[src/rtl/lc3_controller.sv]
// Multicycle control FSM for an LC-3 datapath: sequences fetch/decode/execute/
// memory/writeback/PC-update stages, with bounded memory waits and a retire count.
module lc3_controller #(
  parameter int WAIT_MAX = 15,
  parameter int CNT_W    = 16
) (
  input  logic             clock,
  input  logic             reset,
  input  logic [15:0]      instr_in,
  input  logic             complete_instr,
  input  logic             complete_data,
  input  logic [2:0]       psr,
  output logic             enable_fetch,
  output logic             enable_decode,
  output logic             enable_execute,
  output logic             enable_writeback,
  output logic             enable_updatePC,
  output logic [1:0]       W_Control,
  output logic [1:0]       mem_state,
  output logic             br_taken,
  output logic             mem_timeout,
  output logic [CNT_W-1:0] instr_count
);

  localparam int WAIT_W = $clog2(WAIT_MAX + 1);

  localparam logic [3:0] OP_BR  = 4'b0000;
  localparam logic [3:0] OP_ADD = 4'b0001;
  localparam logic [3:0] OP_LD  = 4'b0010;
  localparam logic [3:0] OP_ST  = 4'b0011;
  localparam logic [3:0] OP_AND = 4'b0101;
  localparam logic [3:0] OP_LDR = 4'b0110;
  localparam logic [3:0] OP_STR = 4'b0111;
  localparam logic [3:0] OP_NOT = 4'b1001;
  localparam logic [3:0] OP_LDI = 4'b1010;
  localparam logic [3:0] OP_STI = 4'b1011;
  localparam logic [3:0] OP_JMP = 4'b1100;
  localparam logic [3:0] OP_LEA = 4'b1110;

  // S_RESET is held only while reset is high, so the first cycle after
  // release is a clean FETCH rather than one already acting on its inputs.
  typedef enum logic [3:0] {
    S_RESET,
    S_FETCH,
    S_DECODE,
    S_EXECUTE,
    S_MEM_IND,
    S_MEM_READ,
    S_MEM_WRITE,
    S_WRITEBACK,
    S_UPDATE_PC
  } state_e;

  state_e            state_q, state_d;
  logic [15:0]       ir_q;
  logic [WAIT_W-1:0] wait_q;
  logic [3:0]        opcode;
  logic              waiting;
  logic              done;
  logic              expired;
  logic              unused_ir_bits;

  assign opcode = ir_q[15:12];
  // Operand fields are consumed by the datapath, not by this controller.
  assign unused_ir_bits = ^ir_q[8:0];

  function automatic logic [1:0] mem_code(input state_e s);
    case (s)
      S_MEM_IND:   return 2'd0;
      S_MEM_READ:  return 2'd1;
      S_MEM_WRITE: return 2'd2;
      default:     return 2'd3;
    endcase
  endfunction

  always_comb begin
    // NOTE: every always_comb output gets a default first so no path can infer a latch.
    state_d = state_q;
    waiting = (state_q == S_FETCH) || (state_q == S_MEM_IND) ||
              (state_q == S_MEM_READ) || (state_q == S_MEM_WRITE);
    done    = (state_q == S_FETCH) ? complete_instr : complete_data;
    expired = waiting && !done && (wait_q == WAIT_W'(WAIT_MAX - 1));

    case (state_q)
      S_RESET:     state_d = S_FETCH;
      S_FETCH:     if (complete_instr) state_d = S_DECODE;
      S_DECODE:    state_d = S_EXECUTE;
      S_EXECUTE: begin
        case (opcode)
          OP_LDI, OP_STI:                 state_d = S_MEM_IND;
          OP_LD, OP_LDR:                  state_d = S_MEM_READ;
          OP_ST, OP_STR:                  state_d = S_MEM_WRITE;
          OP_ADD, OP_AND, OP_NOT, OP_LEA: state_d = S_WRITEBACK;
          default:                        state_d = S_UPDATE_PC;
        endcase
      end
      S_MEM_IND: begin
        if (complete_data) state_d = (opcode == OP_STI) ? S_MEM_WRITE : S_MEM_READ;
      end
      S_MEM_READ:  if (complete_data) state_d = S_WRITEBACK;
      S_MEM_WRITE: if (complete_data) state_d = S_UPDATE_PC;
      S_WRITEBACK: state_d = S_UPDATE_PC;
      S_UPDATE_PC: state_d = S_FETCH;
      default:     state_d = S_FETCH;
    endcase

    // A stalled wait abandons the instruction and retires it without writeback.
    if (expired) state_d = S_UPDATE_PC;
  end

  // NOTE: sequential state uses non-blocking assignments so all registers update together.
  always_ff @(posedge clock) begin
    if (reset) begin
      state_q          <= S_RESET;
      ir_q             <= '0;
      wait_q           <= '0;
      enable_fetch     <= 1'b0;
      enable_decode    <= 1'b0;
      enable_execute   <= 1'b0;
      enable_writeback <= 1'b0;
      enable_updatePC  <= 1'b0;
      W_Control        <= 2'd0;
      mem_state        <= 2'd3;
      br_taken         <= 1'b0;
      mem_timeout      <= 1'b0;
      instr_count      <= '0;
    end else begin
      state_q          <= state_d;
      enable_fetch     <= (state_d == S_FETCH);
      enable_decode    <= (state_d == S_DECODE);
      enable_execute   <= (state_d == S_EXECUTE);
      enable_writeback <= (state_d == S_WRITEBACK);
      enable_updatePC  <= (state_d == S_UPDATE_PC);
      mem_state        <= mem_code(state_d);

      if (state_q == S_FETCH && complete_instr) ir_q <= instr_in;

      if (state_d != state_q) wait_q <= '0;
      else if (waiting)       wait_q <= wait_q + 1'b1;

      if (expired) mem_timeout <= 1'b1;

      if (state_q == S_UPDATE_PC) instr_count <= instr_count + 1'b1;

      if (state_q == S_EXECUTE) begin
        case (opcode)
          OP_ADD, OP_AND, OP_NOT: W_Control <= 2'd0;
          OP_LD, OP_LDR, OP_LDI:  W_Control <= 2'd1;
          OP_LEA:                 W_Control <= 2'd2;
          default:                ;
        endcase
        case (opcode)
          OP_BR:   br_taken <= |(ir_q[11:9] & psr);
          OP_JMP:  br_taken <= 1'b1;
          default: br_taken <= 1'b0;
        endcase
      end
    end
  end

endmodule

[config.mk]
export PLATFORM = sky130hd
export DESIGN_NAME = lc3_controller
export DESIGN_NICKNAME = d
export VERILOG_FILES = /design/src/rtl/lc3_controller.sv
export SDC_FILE = /design/constraint.sdc
export NUM_CORES = 1
export LEC_CHECK = 0
export BUFFER_PORTS_ARGS = -buffer_cell sky130_fd_sc_hd__buf_2
export CAP_MARGIN = 25
export CORE_MARGIN = 2
export CORE_UTILIZATION = 25
export DETAILED_ROUTE_END_ITERATION = 6
export SLEW_MARGIN = 10
export SYNTH_ARGS = -nofsm -noshare
export SYNTH_HDL_FRONTEND = slang
export SYNTH_SLANG_ARGS = --single-unit
[constraint.sdc]
create_clock -name clock -period 3 [get_ports clock]
set_clock_uncertainty 0.2 [all_clocks]
set_input_delay 0.3 -clock clock [delete_from_list [all_inputs] [get_ports clock]]
set_output_delay 0.3 -clock clock [all_outputs]
set_load 0.005 [all_outputs]
# --- Word-level counts from Yosys, hierarchy flattened ---
# Memory sizes are Yosys's and may differ from the RTL's. A register that Yosys moved wholly into a read port is not among the register bits.
# Cells that the tools add are included.
totals:
  memories: 1
  wordCells: 71
  mem_bits_rw: 0
  latchBits: 0
  register_bits: 51
  romBits: 64
  out_inout_bits: 27
mem_list:
  columns: ["memory", "depth", "width", "rd", "rd_ports_with_merged_regs", "write_ports", "line_no", "rtl"]
  rows:
  - ["(no name shown)", 16, 4, 1, 1, 0, "89", "case (opcode)"]
classes:
  mul: 0
  bitwise: 1
  magnitude_cmp: 0
  shifts: 0
  n_reduce_logical: 14
  div: 0
  addsub: 2
  n_mux: 13
  eq_ne: 27
op_table:
  columns: ["cell", "n"]
  rows:
  - ["$eq 4x3->1 const B", 10]
  - ["$eq 4x4->1 const B", 8]
  - ["$mux 4", 7]
  - ["$pmux 4 s7", 1]
  - ["$eq 4x2->1 const B", 5]
  - ["$add 16x1->16 const B", 1]
  - ["$eq 4x1->1 const B", 3]
  - ["$pmux 2 s3", 2]
  - ["$reduce_or 3->1", 3]
  - ["$add 4x1->4 const B", 1]
  - ["$logic_not 4->1", 1]
  - ["$ne 4x4->1", 1]
  - ["$and 3x3->3", 1]
  - ["$logic_and 1x1->1", 3]
  - ["$logic_or 1x1->1", 3]
  - ["$reduce_bool 3->1", 1]
  - ["$mux 2", 1]
  - ["$pmux 1 s2", 1]
  - ["$reduce_and 2->1", 1]
  - ["$reduce_or 2->1", 1]
  - ["$logic_not 1->1", 1]
  - ["$mux 1", 1]

# --- Logic depth before layout (Yosys ltp) ---
# Gate-level depths: netlist (run 1).
logic_depth:
  ltp_word: 9
  mapped_depth: 9

# --- Worst setup path after synthesis (run 1) ---
# OpenSTA, ideal clock, no wires.
synth_timing:
  kind: "register -> register"
  startpoint: "register state_q[3]"
  endpoint: "register with a tool-made name"
  t_arrival_ns: 1.889
  setup_ns: 0.126
  synth_period_minus_slack_ns: 2.215
  path_buffers: 1
  path_stages_with_launch: 9
  slack_ns: 0.785
  cell_sequence: "dfxtp_1 buf_2 nor4b_4 nand2_4 mux2i_1 or2_2 ha_1 mux2i_1 mux2i_1"
synth_lines:
  columns: ["item", "line_no", "rtl"]
  rows:
  - ["start: declaration", "54", "state_e state_q, state_d;"]
  - ["start signal: assignment", "128", "state_q <= state_d;"]

# --- Worst setup path in the final report (run 1) ---
layout_timing:
  startpoint: "register state_q[2]"
  endpoint: "register wait_q[2]"
layout_between:
  elab_chain_len: 9
  elab_cells_between_ends: 22
layout_rtl:
  columns: ["item", "line_no", "rtl"]
  rows:
  - ["$eq 4x1->1 / $eq 4x3->1 (equally long branches)", "79, 81, 84", null]
  - ["$logic_or 1x1->1 (2 in a row)", "79", "waiting = (state_q == S_FETCH) || (state_q == S_MEM_IND) ||"]
  - ["$logic_or 1x1->1", "80", "(state_q == S_MEM_READ) || (state_q == S_MEM_WRITE);"]
  - ["$logic_and 1x1->1 (2 in a row)", "82", "expired = waiting && !done && (wait_q == WAIT_W'(WAIT_MAX - 1));"]
  - ["$mux 4", "108", "if (expired) state_d = S_UPDATE_PC;"]
  - ["$ne 4x4->1", "138", "if (state_d != state_q) wait_q <= '0;"]
  - ["$reduce_or 2->1 (no line)", null, null]
  - ["end signal: assignment", "139", "else if (waiting) wait_q <= wait_q + 1'b1;"]
  - ["end: declaration", "56", "logic [WAIT_W-1:0] wait_q;"]
# Several ways; a longest one is shown, not always the timed one.
# A chain may end at the register's enable or synchronous reset.

==> results of run 1 <==
==> per-stage QoR <==
| stage | hold slack (ns) | power, uW | util (%) | std cells | setup WS (ns) |
|---|---|---|---|---|---|
| finish | 0.0579 | 1160 | 30.4 | 406 | 0.423 |
| global route | 0.0617 | 1220 | 30.4 | 406 | 0.185 |
| CTS | 0.0510 | 1190 | 30.4 | 406 | 0.528 |
| detailed placement | 0.240 | 761 | 29.2 | 398 | 0.558 |
| global placement | 0.237 | 759 | 29.2 | 398 | 0.588 |
| floorplan | 0.236 | 728 | - | 259 | 0.785 |
==> cell usage in the layout (no fill, tap or decap), types with 3 or more instances in the layout <==
master     n
a21oi_1   26
and3_1     3
buf_2     40
buf_4      3
clkbuf_8   7
dfxtp_1   46
ha_1       7
inv_1      9
mux2i_1    5
nand2_1   23
nand2b_1   6
nand3_1    9
nand4_1    5
nor2_1    22
nor3_1    10
nor4_1     4
o21ai_0   16
or3_1      5
xnor2_1    8
xor2_1     5
==> critical path: cells and delay by family (launching register included) <==
family           cells  cell delay, ns
AO/OA/AOI/OAI        2            0.87
flip-flops           1            0.70
AND/OR/NAND/NOR      3            0.71
==> flip-flops by register name (all words and copies together), names as in the netlist, named ones only <==
name	cells
enable_updatePC	1
wait_q	4
enable_fetch	1
enable_execute	1
enable_decode	1
W_Control	2
enable_writeback	1
mem_timeout	1
br_taken	1
instr_count	16
state_q	4
mem_state	2
ir_q	7
==> final cells by class <==
class	instances	area, sq um	share of cell area (%)
Tap cell	108	135	5.09
Clock buffer	7	96.3	3.63
Clock inverter	1	8.76	0.330
Multi-Input combinational cell	192	1240	46.6
Sequential cell	46	921	34.7
Inverter	9	33.8	1.27
Timing Repair Buffer	43	223	8.39
==> cells by family after synthesis <==
group	Yosys count
compound gates	58
simple gates	109
xor+xnor	13
buf+inv	21
flops	46
mux	5
fa+ha+maj	7
==> power by group through the flow <==
stage / logic (uW) / registers, uW / clock network (uW)
2_1_floorplan: 81.5 / 646 / 0
3_3_place_gp: 103 / 656 / 0
3_5_place_dp: 105 / 656 / 0
4_1_cts: 105 / 642 / 438
5_1_grt: 118 / 646 / 460
6_report: 104 / 642 / 419
==> synthesized netlist by cell type, drive strengths merged, types with 2 or more instances <==
library cell	number
or2	2
nor4	4
nand2b	6
xnor2	8
or3	5
mux2i	5
inv	9
ha	7
xor2	5
clkbuf	4
nor2	22
a31oi	2
o21bai	2
o21ai	16
a211oi	2
a21oi	27
nand2	24
and3	3
nor2b	2
nor4b	2
nor3b	3
buf	8
nand4	6
and2	2
dfxtp	46
nand3	11
a2111oi	2
nor3	10
==> worst min-delay path by stage <==
stage,start,to,slack [ns]
after floorplan,ir_q[11],ir_q[11],0.24
after global placement,mem_timeout,mem_timeout,0.24
after detailed placement,mem_timeout,mem_timeout,0.24
after CTS,instr_in[11],ir_q[11],0.05
after global routing,instr_in[11],ir_q[11],0.06
final,instr_in[11],ir_q[11],0.06
==> per-layer routing <==
layer	track usage, %	vias to the layer above
met4	5.37	0
met1	14.5	883
met5	0	-
li1	-	1004
met2	16.6	40
met3	2.62	6
==> metrics.txt, run 1 <==
leakage power ~0.0010 uW; Worst-path clk slew about 0.080 ns; Syn Nets just under 300; Post-synth EDFFs 0; Peak VDD IR between 0.15 and 0.2 mV; Yosys top cell by area dfxtp_1; first-pass GRT wire length slightly below 9000 microns; DP Area around 0.0025 sq mm; area grow syn2layout 18.1%; Global Route Usage Sum roughly 11%; TritonCTS clock tree done; Synth area leaders dfxtp_1 41%, a21oi_1 5.8%, ha_1 3.9%; Synth warnings 0; nets about 330; Net Sw Power roughly 280 uW; DR iter-0 viols 171; Synth Area in Compound Gates 15.5%; simple-gate portion of the synthesized area about 28%; met1 WL about 2300 microns; critical path type reg -> reg; Max clock buf depth 2; r2r setup slk between 0.4 and 0.5 ns; final wirelength 5040 microns; CP startpoint state_q[2]; sequential share of power between 50% and 60%; routed via count between 1500 and 2000; fin crit period roughly 2.6 ns; final setup violation count 0; buffers added on ports 40; Via density between 4 and 5; H-tree depth 2; wire per inst ~12 microns; area of the mapped netlist about 0.0022 sq mm; Die Height just under 100 microns; Routability Congestion about 0.83; CTS resizes 0; Worst setup endpoint wait_q[2]; final setup TNS 0 ns; Initial Util between 20 and 30%; Core Footprint between 0.008 and 0.009 sq mm; CTS buffer count 5; relative slew slack 48.6%; # Post-CTS Setup Buffers 0; Hold Fails Final Rpt 0; Non-Filler Cell Area, Final 0.00266 sq mm; Adder-Cell Fraction of Synth Area between 3 and 4%; residual DRC count 0; vias in the first global route around 1900; post-route ant nets 0; Cells after Synth ~260; fmax roughly 390 MHz; Worst R2R Path Depth 5; Synth async-reset ratio 0%; slowest stage delay, CP 0.70 ns; Int Pwr a little under 900 uW; area share of the largest cell type after synthesis between 40% and 50%; power share of the combinational group roughly 8.9%; metal2 WL 2390 microns; largest net degree at the start of global routing 35; Die ar. between 0.009 and 0.01 sq mm; unrepaired setup endpoints after global routing false; Tightest Pin Transition between 0.7 and 0.8 ns; ANT cells 0; fin crit share a little under nine tenths; initial antenna violation count 0; drt pass-1 iters 4; fillers roughly 900; DP Wirelength between 3000 and 4000 microns; Rows 34; Synth Area in XOR/XNOR under 10%; reg2reg start state_q[2]; Setup crit end kind flip-flop; Cell variety after synth between 40 and 50; Critical Path RT approximately 3.0 ns; min-delay worst type in -> reg; DR top layer met4; main combinational cell family by area after synthesis simple AND/OR/NAND/NOR gates; power per cell area ~440 mW/mm^2; Max Cap Viol 0; clk_lat worst skew about 0.30 ns; CP startpoint kind flip-flop; sw frac between 20 and 25%; Slew Limit Fails 0; clock share of power between 30% and 40%; Hold-fix buffers, CTS 0; CP Max Fanout 16; global route total overflow 0; Slowest cell on crit path dfxtp_1; sequential cell area fraction in the yosys report between 40 and 50%; Synth Register Bits 46; die width about 99 microns; worst path arrival time approximately 2.6 ns; I/O pin cnt 50; status complete, no violations; share of cells above drive strength 1 20.8%; WL met3 ~210 microns; Root Buffer clkbuf_8; dominant synthesized flop cell dfxtp_1; Hold Path Cell Cnt 3; clock sink count between 40 and 50; Mean Syn Cell Area between 8 and 9 sq um; RR Endpoint wait_q[2]; critical-path cell list nand2b_1 > o21bai_1 > a2111oi_0 > nand2_1 > nor4_1; mux contribution to synthesized area 2.23%
Note: power is estimated with default switching activity, not from simulation.
==> inputs of run 2 (changes only) <==
Settings changed: RECOVER_POWER set to 100.
==> run 2 against run 1 <==
  * Clock power about the same
  * Global-route usage unchanged
  * Sequential power about the same
  * Fmax up 0.13%
  * Final cell count unchanged
  * Register-to-register slack about the same
  * Critical path type unchanged
  * Largest cell class unchanged
  * Highest routed layer unchanged
==> metrics.txt, run 2 (same netlist as run 1, synthesis figures left out) <==
status complete, no violations; CP Max Fanout 16 (unchanged); routed via count 1958 (+1.3%); DP Wirelength 3730 microns (unchanged); initial antenna violation count 0 (unchanged); ANT cells 0 (unchanged); Die Height 98.8 microns (unchanged); DR top layer met4; metal2 WL 2380 microns (-0.59%); CP startpoint kind flip-flop; Hold-fix buffers, CTS 0 (unchanged); die width 98.8 microns (unchanged); worst path arrival time 2.57 ns (about the same); CP startpoint state_q[2]; DP Worst Slack 0.558 ns (unchanged); Via density 4.82 (+1.3%); most common cell after layout, fill and taps aside dfxtp_1; reg2reg start state_q[2]; Global Route Usage Sum 10.9% (unchanged); relative slew slack 48.5% (-0.077 points); wire per inst 12.6 microns (+1.5%); Max Cap Viol 0 (unchanged); commonest non-fill, non-tap cells in the layout 46 x dfxtp_1, 29 x buf_2, 27 x a21oi_1; drt pass-1 iters 4 (unchanged); Tightest Pin Transition 0.753 ns (+0.00112 ns); unrepaired setup endpoints after global routing false; final setup violation count 0 (unchanged); Root Buffer clkbuf_8; leakage power 0.000958 uW (-7.3%); met1 WL 2440 microns (+4.6%); final setup TNS 0 ns (unchanged); Max clock buf depth 2 (unchanged); fin crit period 2.57 ns (-0.00323 ns); power per cell area 449 mW/mm^2 (+2.2%); fin crit share 85.8% (-0.11 points); final wirelength 5120 microns (+1.5%); clock sink count 46 (unchanged); Setup crit end kind flip-flop; min-delay worst type in -> reg; DR iter-0 viols 147 (-14%); clk_lat worst skew 0.30 ns (about the same); buffers added on ports 40 (unchanged); I/O pin cnt 50 (unchanged); Peak VDD IR 0.186 mV (-1.4%); H-tree depth 2 (unchanged); Hold Fails Final Rpt 0 (unchanged); vias in the first global route 1895 (unchanged); share of cells above drive strength 1 14.1% (-6.7 points); largest net degree at the start of global routing 35 (unchanged); Slowest cell on crit path dfxtp_1; HP Start instr_in[11]; fmax 388 MHz (+0.13%); residual DRC count 0 (unchanged); area grow syn2layout 15.1%; Largest regs instr_count: 16 flops, ir_q: 7 flops; CTS resizes 0 (unchanged); critical-path cell list nand2b_1 > o21bai_1 > a2111oi_0 > nand2_1 > nor4_1; first-pass GRT wire length 8770 microns (unchanged); slowest stage delay, CP 0.69 ns (about the same); Slew Limit Fails 0 (unchanged); Die ar. 0.00977 sq mm (unchanged); CTS buffer count 5 (unchanged); # Post-CTS Setup Buffers 0 (unchanged); Routability Congestion 0.831 (unchanged); Worst-path clk slew 0.08 ns (about the same); max reg flops 16 (unchanged); post-route ant nets 0 (unchanged); worst path bufs/invs 0 (unchanged); nets 327 (unchanged); WL met3 193 microns (-9.4%); Critical Path RT 3.00 ns (about the same); CP top delay family compound AO/OA/AOI/OAI gates; Top reg by flops instr_count; TritonCTS clock tree done; Initial Util 25.8% (unchanged); Core Footprint 0.00872 sq mm (unchanged); Worst Slack Setup Final 0.426 ns (+0.00323 ns); critical path type reg -> reg; Rows 34 (unchanged); global route total overflow 0 (unchanged)
[run 2: power breakdown]
group | internal, uW | switching (uW)
sequential | 626 | 16.7
clock | 211 | 209
combinational | 39.6 | 59.4
[run 2: stage by stage]
stage               power [uW]  instance area [sq um]  utilization, %  cells  hold WS (ns)
detailed placement         761                   2550            29.2    398         0.240
global route              1220                   2590            29.7    406        0.0617
global placement           759                   2550            29.2    398         0.237
CTS                       1190                   2660            30.4    406        0.0510
floorplan                  728                   2250               -    259         0.236
finish                    1160                   2590            29.7    406        0.0547
[run 2: layout make-up]
type / count / area [sq um]
repair buffers: 43 / 198
clock inverters: 1 / 8.76
well taps: 108 / 135
multi-input cells: 192 / 1200
fillers: 938 / 6130
clock buffers: 7 / 96.3
inverters: 9 / 33.8
flip-flops and latches: 46 / 921
[run 2: tightest hold or removal path, cell delays in order]
cell,delay (ns)
buf_2,0.10
nand3_1,0.06
a21oi_1,0.05
[run 2: metal layers]
metal | vias up | track usage [%]
met5 | - | 0
li1 | 1003 | -
met3 | 6 | 2.62
met2 | 42 | 16.6
met1 | 907 | 14.5
met4 | 0 | 5.37
[run 2: path summary, 6_finish.rpt]
kind / end / slack, ns / cells after the start
setup / recovery: wait_q[2] / 0.43 / 5
hold / removal: ir_q[11] / 0.05 / 3
setup reg to reg: wait_q[2] / 0.43 / 5
hold reg to reg: mem_timeout / 0.25 / 2
